<file path="src/rtl/mem_arbiter_if.sv">
// rtl/mem_arbiter_if.sv - requester and main-memory bus signals around mem_arbiter
interface mem_arbiter_if #(
    parameter int AW = 27,
    parameter int DW = 32
) ();
    logic          swc;

    logic          wb_req;
    logic [AW-1:0] wb_adr;
    logic [DW-1:0] wb_data;
    logic [3:0]    wb_byteen;
    logic          wb_gnt;
    logic          wb_done;

    logic          d_req;
    logic [AW-1:0] d_adr;
    logic          d_gnt;
    logic          d_done;

    logic          i_req;
    logic [AW-1:0] i_adr;
    logic          i_gnt;
    logic          i_done;

    logic [DW-1:0] rdata;
    logic          timeout_err;

    logic [AW-1:0] memadr;
    logic [DW-1:0] memwdata;
    logic [3:0]    membyteen;
    logic          memrwb;
    logic          memen;
    logic [DW-1:0] memrdata;
    logic          memdone;

    modport master (
        input  swc,
        input  wb_req, wb_adr, wb_data, wb_byteen,
        output wb_gnt, wb_done,
        input  d_req, d_adr,
        output d_gnt, d_done,
        input  i_req, i_adr,
        output i_gnt, i_done,
        output rdata, timeout_err,
        output memadr, memwdata, membyteen, memrwb, memen,
        input  memrdata, memdone
    );

    modport slave (
        output swc,
        output wb_req, wb_adr, wb_data, wb_byteen,
        input  wb_gnt, wb_done,
        output d_req, d_adr,
        input  d_gnt, d_done,
        output i_req, i_adr,
        input  i_gnt, i_done,
        input  rdata, timeout_err,
        input  memadr, memwdata, membyteen, memrwb, memen,
        output memrdata, memdone
    );
endinterface

</file>
<file path="src/rtl/mem_arbiter.sv">
// rtl/mem_arbiter.sv - fixed-priority main-memory arbiter with anti-starvation and bus timeout
module mem_arbiter #(
    parameter int AW           = 27,
    parameter int DW           = 32,
    parameter int STARVE_LIMIT = 4,
    parameter int TIMEOUT      = 255
) (
    input  logic          ph1,
    input  logic          reset,
    mem_arbiter_if.master bus
);
    typedef enum logic [1:0] {IDLE, BUSY, DONE} state_t;
    typedef enum logic [1:0] {
        OWN_NONE = 2'b00,
        OWN_WB   = 2'b01,
        OWN_D    = 2'b10,
        OWN_I    = 2'b11
    } owner_t;

    localparam int              SW         = $clog2(STARVE_LIMIT + 1);
    localparam logic [SW-1:0]   STARVE_MAX = SW'(STARVE_LIMIT);
    localparam logic [7:0]      TOUT_LAST  = 8'(TIMEOUT - 1);

    state_t        state_q, state_d;
    owner_t        owner_q, owner_d;
    logic [AW-1:0] memadr_q, memadr_d;
    logic [DW-1:0] memwdata_q, memwdata_d;
    logic [3:0]    membyteen_q, membyteen_d;
    logic [DW-1:0] rdata_q, rdata_d;
    logic [SW-1:0] starve_q, starve_d;
    logic [7:0]    tout_q, tout_d;
    logic          abort_q, abort_d;

    logic   read_pend;
    logic   prim_req;
    logic   starved;
    owner_t prim_own;
    owner_t sec_own;

    // swc only swaps which read port is primary; the latched owner is unaffected.
    always_comb begin
        read_pend = bus.d_req | bus.i_req;
        prim_req  = bus.swc ? bus.i_req : bus.d_req;
        prim_own  = bus.swc ? OWN_I : OWN_D;
        sec_own   = bus.swc ? OWN_D : OWN_I;
        starved   = (starve_q == STARVE_MAX) && read_pend;
    end

    always_comb begin
        state_d     = state_q;
        owner_d     = owner_q;
        memadr_d    = memadr_q;
        memwdata_d  = memwdata_q;
        membyteen_d = membyteen_q;
        rdata_d     = rdata_q;
        starve_d    = starve_q;
        tout_d      = tout_q;
        abort_d     = abort_q;
        case (state_q)
            IDLE: begin
                if (bus.wb_req && !starved) begin
                    owner_d     = OWN_WB;
                    memadr_d    = bus.wb_adr;
                    memwdata_d  = bus.wb_data;
                    membyteen_d = bus.wb_byteen;
                    if (!read_pend)
                        starve_d = '0;
                    else if (starve_q != STARVE_MAX)
                        starve_d = starve_q + 1'b1;
                    tout_d      = '0;
                    abort_d     = 1'b0;
                    state_d     = BUSY;
                end else if (read_pend) begin
                    owner_d     = prim_req ? prim_own : sec_own;
                    memadr_d    = (owner_d == OWN_I) ? bus.i_adr : bus.d_adr;
                    memwdata_d  = '0;
                    membyteen_d = 4'b1111;
                    starve_d    = '0;
                    tout_d      = '0;
                    abort_d     = 1'b0;
                    state_d     = BUSY;
                end
            end
            BUSY: begin
                tout_d = tout_q + 8'd1;
                // memdone wins over a timeout landing on the same cycle.
                if (bus.memdone) begin
                    if (owner_q != OWN_WB)
                        rdata_d = bus.memrdata;
                    state_d = DONE;
                end else if (tout_q == TOUT_LAST) begin
                    if (owner_q != OWN_WB)
                        rdata_d = '0;
                    abort_d = 1'b1;
                    state_d = DONE;
                end
            end
            DONE: begin
                owner_d = OWN_NONE;
                abort_d = 1'b0;
                state_d = IDLE;
            end
            default: begin
                owner_d = OWN_NONE;
                state_d = IDLE;
            end
        endcase
    end

    always_ff @(posedge ph1 or posedge reset) begin
        if (reset) begin
            state_q     <= IDLE;
            owner_q     <= OWN_NONE;
            memadr_q    <= '0;
            memwdata_q  <= '0;
            membyteen_q <= '0;
            rdata_q     <= '0;
            starve_q    <= '0;
            tout_q      <= '0;
            abort_q     <= 1'b0;
        end else begin
            state_q     <= state_d;
            owner_q     <= owner_d;
            memadr_q    <= memadr_d;
            memwdata_q  <= memwdata_d;
            membyteen_q <= membyteen_d;
            rdata_q     <= rdata_d;
            starve_q    <= starve_d;
            tout_q      <= tout_d;
            abort_q     <= abort_d;
        end
    end

    assign bus.memen       = (state_q == BUSY);
    assign bus.memrwb      = !((state_q == BUSY) && (owner_q == OWN_WB));
    assign bus.memadr      = memadr_q;
    assign bus.memwdata    = memwdata_q;
    assign bus.membyteen   = membyteen_q;
    assign bus.rdata       = rdata_q;
    assign bus.wb_gnt      = (state_q == BUSY) && (owner_q == OWN_WB);
    assign bus.d_gnt       = (state_q == BUSY) && (owner_q == OWN_D);
    assign bus.i_gnt       = (state_q == BUSY) && (owner_q == OWN_I);
    assign bus.wb_done     = (state_q == DONE) && (owner_q == OWN_WB);
    assign bus.d_done      = (state_q == DONE) && (owner_q == OWN_D);
    assign bus.i_done      = (state_q == DONE) && (owner_q == OWN_I);
    assign bus.timeout_err = (state_q == DONE) && abort_q;
endmodule

</file>
<file path="src/flat_wrapper.sv">
// flat-port wrapper written by rule: the top's interface ports become plain ports
module mem_arbiter_flat 
#(
    parameter int AW           = 27,
    parameter int DW           = 32,
    parameter int STARVE_LIMIT = 4,
    parameter int TIMEOUT      = 255
)
  (ph1, reset, bus_swc, bus_wb_req, bus_wb_adr, bus_wb_data, bus_wb_byteen, bus_wb_gnt, bus_wb_done, bus_d_req, bus_d_adr, bus_d_gnt, bus_d_done, bus_i_req, bus_i_adr, bus_i_gnt, bus_i_done, bus_rdata, bus_timeout_err, bus_memadr, bus_memwdata, bus_membyteen, bus_memrwb, bus_memen, bus_memrdata, bus_memdone);
  mem_arbiter_if #(.AW(AW), .DW(DW)) bus_i ();
  input  logic ph1;
  input  logic reset;
  input wire logic [$bits(bus_i.swc)-1:0] bus_swc;
  input wire logic [$bits(bus_i.wb_req)-1:0] bus_wb_req;
  input wire logic [$bits(bus_i.wb_adr)-1:0] bus_wb_adr;
  input wire logic [$bits(bus_i.wb_data)-1:0] bus_wb_data;
  input wire logic [$bits(bus_i.wb_byteen)-1:0] bus_wb_byteen;
  output wire logic [$bits(bus_i.wb_gnt)-1:0] bus_wb_gnt;
  output wire logic [$bits(bus_i.wb_done)-1:0] bus_wb_done;
  input wire logic [$bits(bus_i.d_req)-1:0] bus_d_req;
  input wire logic [$bits(bus_i.d_adr)-1:0] bus_d_adr;
  output wire logic [$bits(bus_i.d_gnt)-1:0] bus_d_gnt;
  output wire logic [$bits(bus_i.d_done)-1:0] bus_d_done;
  input wire logic [$bits(bus_i.i_req)-1:0] bus_i_req;
  input wire logic [$bits(bus_i.i_adr)-1:0] bus_i_adr;
  output wire logic [$bits(bus_i.i_gnt)-1:0] bus_i_gnt;
  output wire logic [$bits(bus_i.i_done)-1:0] bus_i_done;
  output wire logic [$bits(bus_i.rdata)-1:0] bus_rdata;
  output wire logic [$bits(bus_i.timeout_err)-1:0] bus_timeout_err;
  output wire logic [$bits(bus_i.memadr)-1:0] bus_memadr;
  output wire logic [$bits(bus_i.memwdata)-1:0] bus_memwdata;
  output wire logic [$bits(bus_i.membyteen)-1:0] bus_membyteen;
  output wire logic [$bits(bus_i.memrwb)-1:0] bus_memrwb;
  output wire logic [$bits(bus_i.memen)-1:0] bus_memen;
  input wire logic [$bits(bus_i.memrdata)-1:0] bus_memrdata;
  input wire logic [$bits(bus_i.memdone)-1:0] bus_memdone;
  assign bus_i.swc = bus_swc;
  assign bus_i.wb_req = bus_wb_req;
  assign bus_i.wb_adr = bus_wb_adr;
  assign bus_i.wb_data = bus_wb_data;
  assign bus_i.wb_byteen = bus_wb_byteen;
  assign bus_wb_gnt = bus_i.wb_gnt;
  assign bus_wb_done = bus_i.wb_done;
  assign bus_i.d_req = bus_d_req;
  assign bus_i.d_adr = bus_d_adr;
  assign bus_d_gnt = bus_i.d_gnt;
  assign bus_d_done = bus_i.d_done;
  assign bus_i.i_req = bus_i_req;
  assign bus_i.i_adr = bus_i_adr;
  assign bus_i_gnt = bus_i.i_gnt;
  assign bus_i_done = bus_i.i_done;
  assign bus_rdata = bus_i.rdata;
  assign bus_timeout_err = bus_i.timeout_err;
  assign bus_memadr = bus_i.memadr;
  assign bus_memwdata = bus_i.memwdata;
  assign bus_membyteen = bus_i.membyteen;
  assign bus_memrwb = bus_i.memrwb;
  assign bus_memen = bus_i.memen;
  assign bus_i.memrdata = bus_memrdata;
  assign bus_i.memdone = bus_memdone;
  mem_arbiter #(.AW(AW), .DW(DW), .STARVE_LIMIT(STARVE_LIMIT), .TIMEOUT(TIMEOUT)) u_core (.ph1(ph1), .reset(reset), .bus(bus_i));
endmodule
</file>
<file path="config.mk">
export PLATFORM = sky130hd
export DESIGN_NAME = mem_arbiter_flat
export DESIGN_NICKNAME = d
export VERILOG_FILES = /design/src/rtl/mem_arbiter_if.sv /design/src/rtl/mem_arbiter.sv /design/src/flat_wrapper.sv
export SDC_FILE = /design/constraint.sdc
export NUM_CORES = 1
export LEC_CHECK = 0
export ABC_AREA = 1
export BUFFER_PORTS_ARGS = -buffer_cell sky130_fd_sc_hd__buf_2
export CAP_MARGIN = 20
export CORE_ASPECT_RATIO = 1.5
export CORE_MARGIN = 10
export CORE_UTILIZATION = 24
export CTS_CLUSTER_DIAMETER = 200
export DETAILED_ROUTE_END_ITERATION = 12
export PLACE_DENSITY = 0.59
export SYNTH_ARGS = -nofsm -noshare
export SYNTH_HDL_FRONTEND = slang
export SYNTH_SLANG_ARGS = --single-unit
</file>
<file path="constraint.sdc">
create_clock -name ph1 -period 3.24 [get_ports ph1]
set_input_delay 0.486 -clock ph1 [delete_from_list [all_inputs] [get_ports ph1]]
set_output_delay 0.486 -clock ph1 [all_outputs]
set_load 0.01 [all_outputs]
</file>
==> results.json, run 1 <==
{
  "min_period_ps": 2290,
  "synth_fp_nets": 900,
  "hold_viol_final": 0,
  "ys_types": 23,
  "ir_drop_uv": 287,
  "p_clk_share_pct": 19.3,
  "postCtsSetupRepairBufs": 0,
  "clock_skew_ps": 10.8,
  "drt-initial-drc-count": 292,
  "rsz0062_at_grt": "false",
  "layout_commonest_cell": "nand2_1",
  "io_buffers": 259,
  "synth_top_flop_cell": "dfrtp_1",
  "yosysWarnings": 0,
  "power_uw": 6020,
  "synth_top_family_by_area": "simple AND/OR/NAND/NOR gates",
  "outcome": "finished, final reports clean",
  "grt_pass1_vias": 5879,
  "path_buf_inv": 3,
  "tightest_slew_ps": 1020,
  "ys_seq_area_share_pct": 50.2,
  "crit_family": "buffers and inverters",
  "first_pass_iters": 4,
  "cp_max_fo": 23,
  "numCtsBuffers": 9,
  "drt-total-wl_um": 19600,
  "die_w_um": 144,
  "p_int_uw": 3490,
  "synth-seq-cells": 111,
  "synth_area_per_cell_um2": 7.48,
  "slowest_delay_ps": 360,
  "pwr-share-comb_pct": 42.7,
  "dieArea_um2": 29600,
  "drcViolationCount": 0,
  "synth_edf_count": 0,
  "synth_compound_area_share_pct": 2.22,
  "switchingPower_uw": 2530,
  "clk_pin_slew_ps": 80,
  "grt_overflow": 0,
  "synthToLayoutAreaGrowth_pct": 33.4,
  "yosys.area_share.simple_pct": 38.3,
  "synth_mux_area_share_pct": 0,
  "insertion_delay_ps": 350,
  "slew-limit-headroom_pct": 31.7,
  "max_freq_ghz": 0.436,
  "critPathKind": "reg2out",
  "viasPerCell": 4.40,
  "cts_tree": "done",
  "grt_pass1_wl_um": 31100,
  "ant_nets": 0,
  "layout_worst_path_cycle_share_pct": 70.8,
  "vias": 5549,
  "timing_max_transition_violations_final": 0,
  "grt_max_degree": 112,
  "arrival_ps": 1810,
  "drive_above_1_share_pct": 30.7,
  "coreArea_um2": 22900,
  "avgRoutedWirePerCell_um": 15.6,
  "yosys.area_share.xor_xnor_pct": 0.158,
  "io_pins": 260,
  "hp-class": "in2async",
  "setup_viol": 0,
  "mostFrequentLayoutCells": "349 x nand2_1, 259 x buf_2, 111 x dfrtp_1",
  "grt_antenna_before_repair": 0,
  "dp_hpwl_um": 14500,
  "crit_required_ps": 2750,
  "synthCells": 740,
  "die_h_um": 206,
  "finalSetupTns_ps": 0,
  "fp-row-count": 68,
  "globalplace.congestion": 0.806,
  "cts.sinks": 111,
  "nets": 1136,
  "power.leakage_uw": 0.00438,
  "end_kind": "primary output",
  "mappedNetlistArea_um2": 5530,
  "cts_htree_levels": 3,
  "pwr_density_cell_nw_per_um2": 817,
  "synth_fa_ha_area_share_pct": 0.905,
  "startpoint_type": "flop",
  "ys_async_sr_fraction_pct": 100,
  "ctsHoldBuffers": 0,
  "start_util_pct": 24.2,
  "worstPathCellList": "inv_1, nand2_1, buf_4, nor2_1, buf_2",
  "n_antenna_cell": 0,
  "clockRootBuffer": "clkbuf_16",
  "ctsResizeCount": 0,
  "cap_viol_max_count": 0,
  "switching_share_pct": 42.0,
  "cp_slowest_cell": "dfrtp_1",
  "pwr-share-seq_pct": 37.9,
  "clockBufferDepth": 2,
  "grt_usage_pct": 13.1
}
Yosys cell counts, types with 5 or more instances:
cell      number  share of area, %
buf_2         23               2.1
clkbuf_1      19               1.3
dfrtp_1      111                50
inv_1         55               3.7
inv_2          5              0.34
nand2_1      349                24
nand3_1       64               5.8
nand4_1       63               7.1
nor2_1        12              0.81
o21ai_0       17               1.5
power by group through the flow:
stage               combinational, uW  clock, uW  sequential [uW]
floorplan                        1290          0             2520
global placement                 2610          0             2300
detailed placement               2640          0             2300
CTS                              2640       1220             2290
global route                     2920       1260             2360
finish                           2570       1170             2290
sequential cells by signal, summed over array words and instances (netlist names):
name and count:
u_core.state_q 2, u_core.bus.rdata 32, u_core.bus.memwdata 32, u_core.starve_q 3, u_core.tout_q 8, u_core.owner_q 2, u_core.bus.membyteen 4, u_core.bus.memadr 27
u_core.abort_q 1
metal layers:
layer / vias up / GRT usage (%) / part of all wire, % / wire (um)
met5: - / 0 / 0 / 0
met4: 0 / 3.91 / 1.3 / 259
met2: 175 / 23.9 / 52 / 10100
met1: 2536 / 13.9 / 38 / 7500
met3: 12 / 4.18 / 8.9 / 1750
li1: 2826 / - / - / -
worst reg2reg max path, cell delays in order, from the launching register on:
cell	delay, ps
dfrtp_1	440
inv_1	80
ha_1	150
nand2_1	50
nor2_1	120
nand2_1	110
nand2_2	490
nand3_1	140
buf_4	280
nand2_1	110
nand2_1	50
stage by stage:
stage          util, %  worst slack (ps)  hold slack [ps]  cell area, um2  cells
2_1_floorplan        -              1410              441            5540    740
3_3_place_gp      30.9               958              450            7070   1245
3_5_place_dp      30.9               939              456            7070   1245
4_1_cts           32.2               925              303            7380   1261
5_1_grt           32.2               787              317            7380   1261
6_report          32.2               947              297            7380   1261
final cells by class:
type | instances | area (um2)
clock buffer | 11 | 253
multi-input combinational | 522 | 2310
timing repair buffer | 272 | 1410
sequential | 111 | 2780
tap | 280 | 350
inverter | 60 | 229
clock inverter | 5 | 56.3
fill | 2465 | 15500
worst paths after layout:
path / startpoint / to / slack [ps] / cells past startpoint
max in group asynchronous: reset / u_core.bus.memadr[12] / 2480 / 3
setup / recovery: u_core.owner_q[1] / bus_wb_done / 950 / 5
setup reg to reg: u_core.tout_q[0] / u_core.bus.rdata[6] / 1100 / 10
hold / removal: reset / u_core.bus.rdata[8] / 300 / 3
min in group ph1: bus_wb_data[22] / u_core.bus.memwdata[22] / 320 / 3
hold reg to reg: u_core.bus.rdata[25] / u_core.bus.rdata[25] / 470 / 2
logic make-up (layout without fill, tap and decap cells):
group	count (synthesis)	after routing
flip-flops	111	111
buffers and inverters	107	348
AO/OA/AOI/OAI	21	21
AND/OR/NAND/NOR	496	496
adder cells (fa/ha/maj)	4	4
XOR/XNOR	1	1
No activity file was read; power rests on OpenSTA's default activity.
==> inputs of run 2 (changes only) <==
PLACE_DENSITY = 0.58   (was 0.59)
clock period = 2.2 ns   (was 3.24 ns; I/O delays follow)
==> results.json, run 2 (synthesis gave the netlist of run 1 again) <==
{
  "arrival_ps": 1580,
  "die_h_um": 206,
  "setup_viol": 0,
  "slew-limit-headroom_pct": 50.3,
  "power_uw": 8790,
  "startpoint_type": "flop",
  "layout_commonest_cell": "nand2_1",
  "cts_tree": "done",
  "ctsResizeCount": 0,
  "switchingPower_uw": 3760,
  "crit_path_frequent_cell": "inv_1",
  "cp_slowest_cell": "dfrtp_1",
  "vias": 5675,
  "cts_htree_levels": 3,
  "grt_antenna_before_repair": 1,
  "insertion_delay_ps": 360,
  "path_buf_inv": 3,
  "dp_hpwl_um": 14600,
  "drt-initial-drc-count": 283,
  "ctsHoldBuffers": 0,
  "outcome": "finished, final reports clean",
  "r2r_cells": 6,
  "start_util_pct": 24.2,
  "dieArea_um2": 29600,
  "layout_worst_path_cycle_share_pct": 86.8,
  "min_period_ps": 1910,
  "viasPerCell": 4.48,
  "switching_share_pct": 42.8,
  "ant_nets": 0,
  "reg2reg_slack_ps": 460,
  "clock_skew_ps": 13.9,
  "whs_ps": 50.2,
  "cp_max_fo": 12,
  "ir_drop_uv": 438,
  "io_buffers": 259,
  "finalSetupTns_ps": 0,
  "crit_required_ps": 1870,
  "grt_pass1_vias": 5826,
  "grt_overflow": 0,
  "regToRegEndpoint": "u_core.tout_q[6]",
  "max_freq_ghz": 0.524,
  "cap_viol_max_count": 0,
  "fillers": 2499,
  "critPathKind": "reg2out",
  "rsz0062_at_grt": "false",
  "cts.sinks": 111,
  "hold_viol_final": 0,
  "numCtsBuffers": 9,
  "coreArea_um2": 22900,
  "clockRootBuffer": "clkbuf_16",
  "multi_input_area_um2": 2310,
  "clk_pin_slew_ps": 80,
  "clockBufferDepth": 2,
  "end_kind": "primary output",
  "grt_max_degree": 69,
  "p_int_uw": 5030,
  "first_pass_iters": 4,
  "avgRoutedWirePerCell_um": 15.6,
  "slowest_delay_ps": 370,
  "synthToLayoutAreaGrowth_pct": 34.1,
  "drcViolationCount": 0,
  "timing_max_transition_violations_final": 0,
  "die_w_um": 144,
  "drive_above_1_share_pct": 30.8,
  "mostFrequentLayoutCells": "349 x nand2_1, 259 x buf_2, 111 x dfrtp_1",
  "final-seq-area_um2": 2780,
  "p_clk_share_pct": 18.2,
  "pwr-share-comb_pct": 43.7,
  "postCtsSetupRepairBufs": 0,
  "tightest_slew_ps": 746,
  "power.leakage_uw": 0.00439,
  "drt-total-wl_um": 19700,
  "globalplace.congestion": 0.789,
  "worstPathCellList": "inv_1, nand2_1, nor2_1, inv_1, buf_2",
  "pwr-share-seq_pct": 38.0,
  "pwr_density_cell_nw_per_um2": 1190,
  "grt_usage_pct": 13.1,
  "fp-row-count": 68,
  "hp-class": "in2async",
  "crit_family": "simple AND/OR/NAND/NOR gates",
  "reg2reg_from": "u_core.state_q[0]",
  "io_pins": 260,
  "nets": 1140,
  "grt_pass1_wl_um": 30800
}
-- run 2: cell type report --
type                       instances  share of cell area, %
sequential                       111                   37.4
multi-input combinational        522                   31.1
timing repair buffer             276                   19.9
tap                              280                   4.72
clock buffer                      11                   3.14
inverter                          60                   3.09
clock inverter                     5                  0.574
antenna                            2                 0.0675
-- run 2: per-stage QoR --
| step | util, % | area [um2] | worst slack [ps] | std cells |
|---|---|---|---|---|
| after floorplan | - | 5540 | 527 | 740 |
| after global placement | 31.2 | 7140 | 390 | 1249 |
| after detailed placement | 31.2 | 7140 | 301 | 1249 |
| after CTS | 32.4 | 7410 | 249 | 1265 |
| after global routing | 32.4 | 7410 | 129 | 1266 |
| final | 32.4 | 7420 | 290 | 1267 |
-- run 2: how the worst max path moves through the flow --
stage,slack (ps),depth (start not counted),end,from
detailed placement,300,6,u_core.starve_q[0],bus_d_req
global placement,390,6,u_core.starve_q[1],bus_d_req
global route,130,5,bus_memrwb,u_core.owner_q[1]
CTS,250,5,bus_memrwb,u_core.owner_q[1]
finish,290,5,bus_memrwb,u_core.owner_q[1]
floorplan,530,1,u_core.abort_q,reset
-- run 2: worst min-delay path, delay by kind of cell --
kind	cells	cell delay (ps)
buffers and inverters	3	470
-- run 2: metal layers --
| layer | part of all wire [%] | global-route usage (%) |
|---|---|---|
| met1 | 38 | 14.0 |
| met2 | 51 | 23.1 |
| met3 | 8.9 | 4.18 |
| met4 | 2.0 | 5.05 |
| met5 | 0 | 0 |
-- run 2: power groups by stage --
stage / clock, uW / sequential (uW) / combinational (uW)
6_report: 1600 / 3340 / 3840
5_1_grt: 1760 / 3460 / 4340
4_1_cts: 1690 / 3350 / 3960
3_5_place_dp: 0 / 3360 / 3960
3_3_place_gp: 0 / 3370 / 3880
2_1_floorplan: 0 / 3710 / 1900
==> inputs of run 3 (changes only) <==
CORE_UTILIZATION = 43   (was 24)
MAX_ROUTING_LAYER = met4   (was not set)
PLACE_DENSITY = 0.86   (was 0.58)
==> results.json, run 3 (synthesis gave the netlist of run 1 again) <==
{
  "drive_above_1_share_pct": 30.9,
  "max_freq_ghz": 0.513,
  "globalplace.congestion": 0.879,
  "dp_hpwl_um": 13400,
  "drt-total-wl_um": 17600,
  "cts_tree": "done",
  "crit_required_ps": 1870,
  "layout_worst_path_cycle_share_pct": 88.7,
  "clk_pin_slew_ps": 80,
  "cap_viol_max_count": 0,
  "place_inst": 1125,
  "grt_overflow": 0,
  "cp_max_fo": 13,
  "ir_drop_uv": 527,
  "pwr_density_cell_nw_per_um2": 1200,
  "grt_usage_pct": 19.4,
  "die_w_um": 113,
  "cp_slowest_cell": "dfrtp_1",
  "grt_pass1_vias": 5627,
  "clockRootBuffer": "clkbuf_16",
  "tightest_slew_ps": 429,
  "end_kind": "primary output",
  "hp-class": "in2reg",
  "grt_pass1_wl_um": 28200,
  "cts_htree_levels": 3,
  "multi_input_area_um2": 2310,
  "postCtsSetupRepairBufs": 0,
  "layout_commonest_cell": "nand2_1",
  "grt_antenna_before_repair": 2,
  "mostFrequentLayoutCells": "349 x nand2_1, 259 x buf_2, 111 x dfrtp_1",
  "grt_max_degree": 59,
  "fp-row-count": 50,
  "io_pins": 260,
  "vias": 5679,
  "start_util_pct": 44.0,
  "timing_max_transition_violations_final": 0,
  "coreArea_um2": 12600,
  "synthToLayoutAreaGrowth_pct": 31.5,
  "finalSetupTns_ps": 0,
  "clock_skew_ps": 10.4,
  "fillers": 1172,
  "final-seq-area_um2": 2780,
  "numCtsBuffers": 9,
  "drt-initial-drc-count": 357,
  "slew-limit-headroom_pct": 71.3,
  "die_h_um": 159,
  "path_buf_inv": 3,
  "worstPathCellList": "inv_1, nand2_1, nor2_1, inv_1, buf_2",
  "slowest_delay_ps": 360,
  "clockBufferDepth": 2,
  "power.leakage_uw": 0.00440,
  "critPathKind": "reg2out",
  "startpoint_type": "flop",
  "drcViolationCount": 0,
  "dieArea_um2": 17900,
  "outcome": "finished, final reports clean",
  "hold_viol_final": 0,
  "avgRoutedWirePerCell_um": 15.4,
  "io_buffers": 259,
  "layout.cells.non_filler": 1143,
  "first_pass_iters": 7,
  "viasPerCell": 4.97,
  "insertion_delay_ps": 350,
  "crit_path_frequent_cell": "inv_1",
  "cts.sinks": 111,
  "ant_nets": 0,
  "crit_family": "simple AND/OR/NAND/NOR gates",
  "min_period_ps": 1950,
  "nets": 1141,
  "setup_viol": 0,
  "arrival_ps": 1620,
  "rsz0062_at_grt": "false"
}
run 3: cell types whose count changed in the layout (fill, tap and decap cells not counted), sizes merged:
cell,previous run,this run
clkbuf,11,9
clkinv,3,2
clkinvlp,1,2
dlygate4sd3,0,1
inv,61,62
run 3: repair_timing:
action / CTS / global route
hold buffers: 1 / 0
endpoints found under the setup margin: 0 / 0
endpoints found under the hold margin: 14 / 0
gates resized for setup: 0 / 0
run 3: metrics by stage:
| step | instance area (um2) | hold WS [ps] | utilization, % | setup slack (ps) | power [uW] |
|---|---|---|---|---|---|
| after floorplan | 5540 | 440 | - | 527 | 5610 |
| after global placement | 6980 | 345 | 55.5 | 558 | 7130 |
| after detailed placement | 6980 | 349 | 55.5 | 529 | 7250 |
| after CTS | 7270 | 159 | 57.8 | 214 | 8820 |
| after global routing | 7270 | 168 | 57.9 | 110 | 9370 |
| final | 7270 | 173 | 57.9 | 250 | 8700 |
run 3: final timing paths:
path	startpoint	endpoint	slack, ps	cells past startpoint
min	bus_wb_data[13]	u_core.bus.memwdata[13]	170	3
max	u_core.owner_q[1]	bus_memrwb	250	5
min reg2reg	u_core.bus.rdata[10]	u_core.bus.rdata[10]	470	2
max reg2reg	u_core.starve_q[0]	u_core.bus.memwdata[31]	500	9
max in group asynchronous	reset	u_core.bus.memadr[25]	1090	4
min in group asynchronous	reset	u_core.tout_q[6]	520	3
run 3: where the power goes:
part | leakage (uW) | switching (uW) | total [uW] | internal, uW
clock network | 0.000136 | 760 | 1540 | 783
registers | 0.00143 | 459 | 3340 | 2880
logic | 0.00284 | 2430 | 3810 | 1380
total | 0.00440 | 3650 | 8700 | 5040
run 3: cell type report:
| type | count | area share [%] |
|---|---|---|
| flip-flops and latches | 111 | 38.2 |
| multi-input cells | 522 | 31.7 |
| repair buffers | 277 | 20.4 |
| inverters | 60 | 3.15 |
| clock buffers | 9 | 3.10 |
| well taps | 156 | 2.68 |
| clock inverters | 6 | 0.722 |
| diodes | 2 | 0.0688 |
run 3: worst min-delay path, delay by kind of cell:
kind	cells	cell delay, ps
simple gates	2	80
buf+inv	1	70
run 3: layer usage:
| metal | vias to the layer above | track usage (%) | routed length [um] |
|---|---|---|---|
| li1 | 2836 | - | - |
| met1 | 2588 | 21.4 | 6990 |
| met2 | 232 | 32.8 | 8970 |
| met3 | 23 | 4.29 | 1280 |
| met4 | 0 | 8.33 | 409 |
| met5 | - | - | 0 |
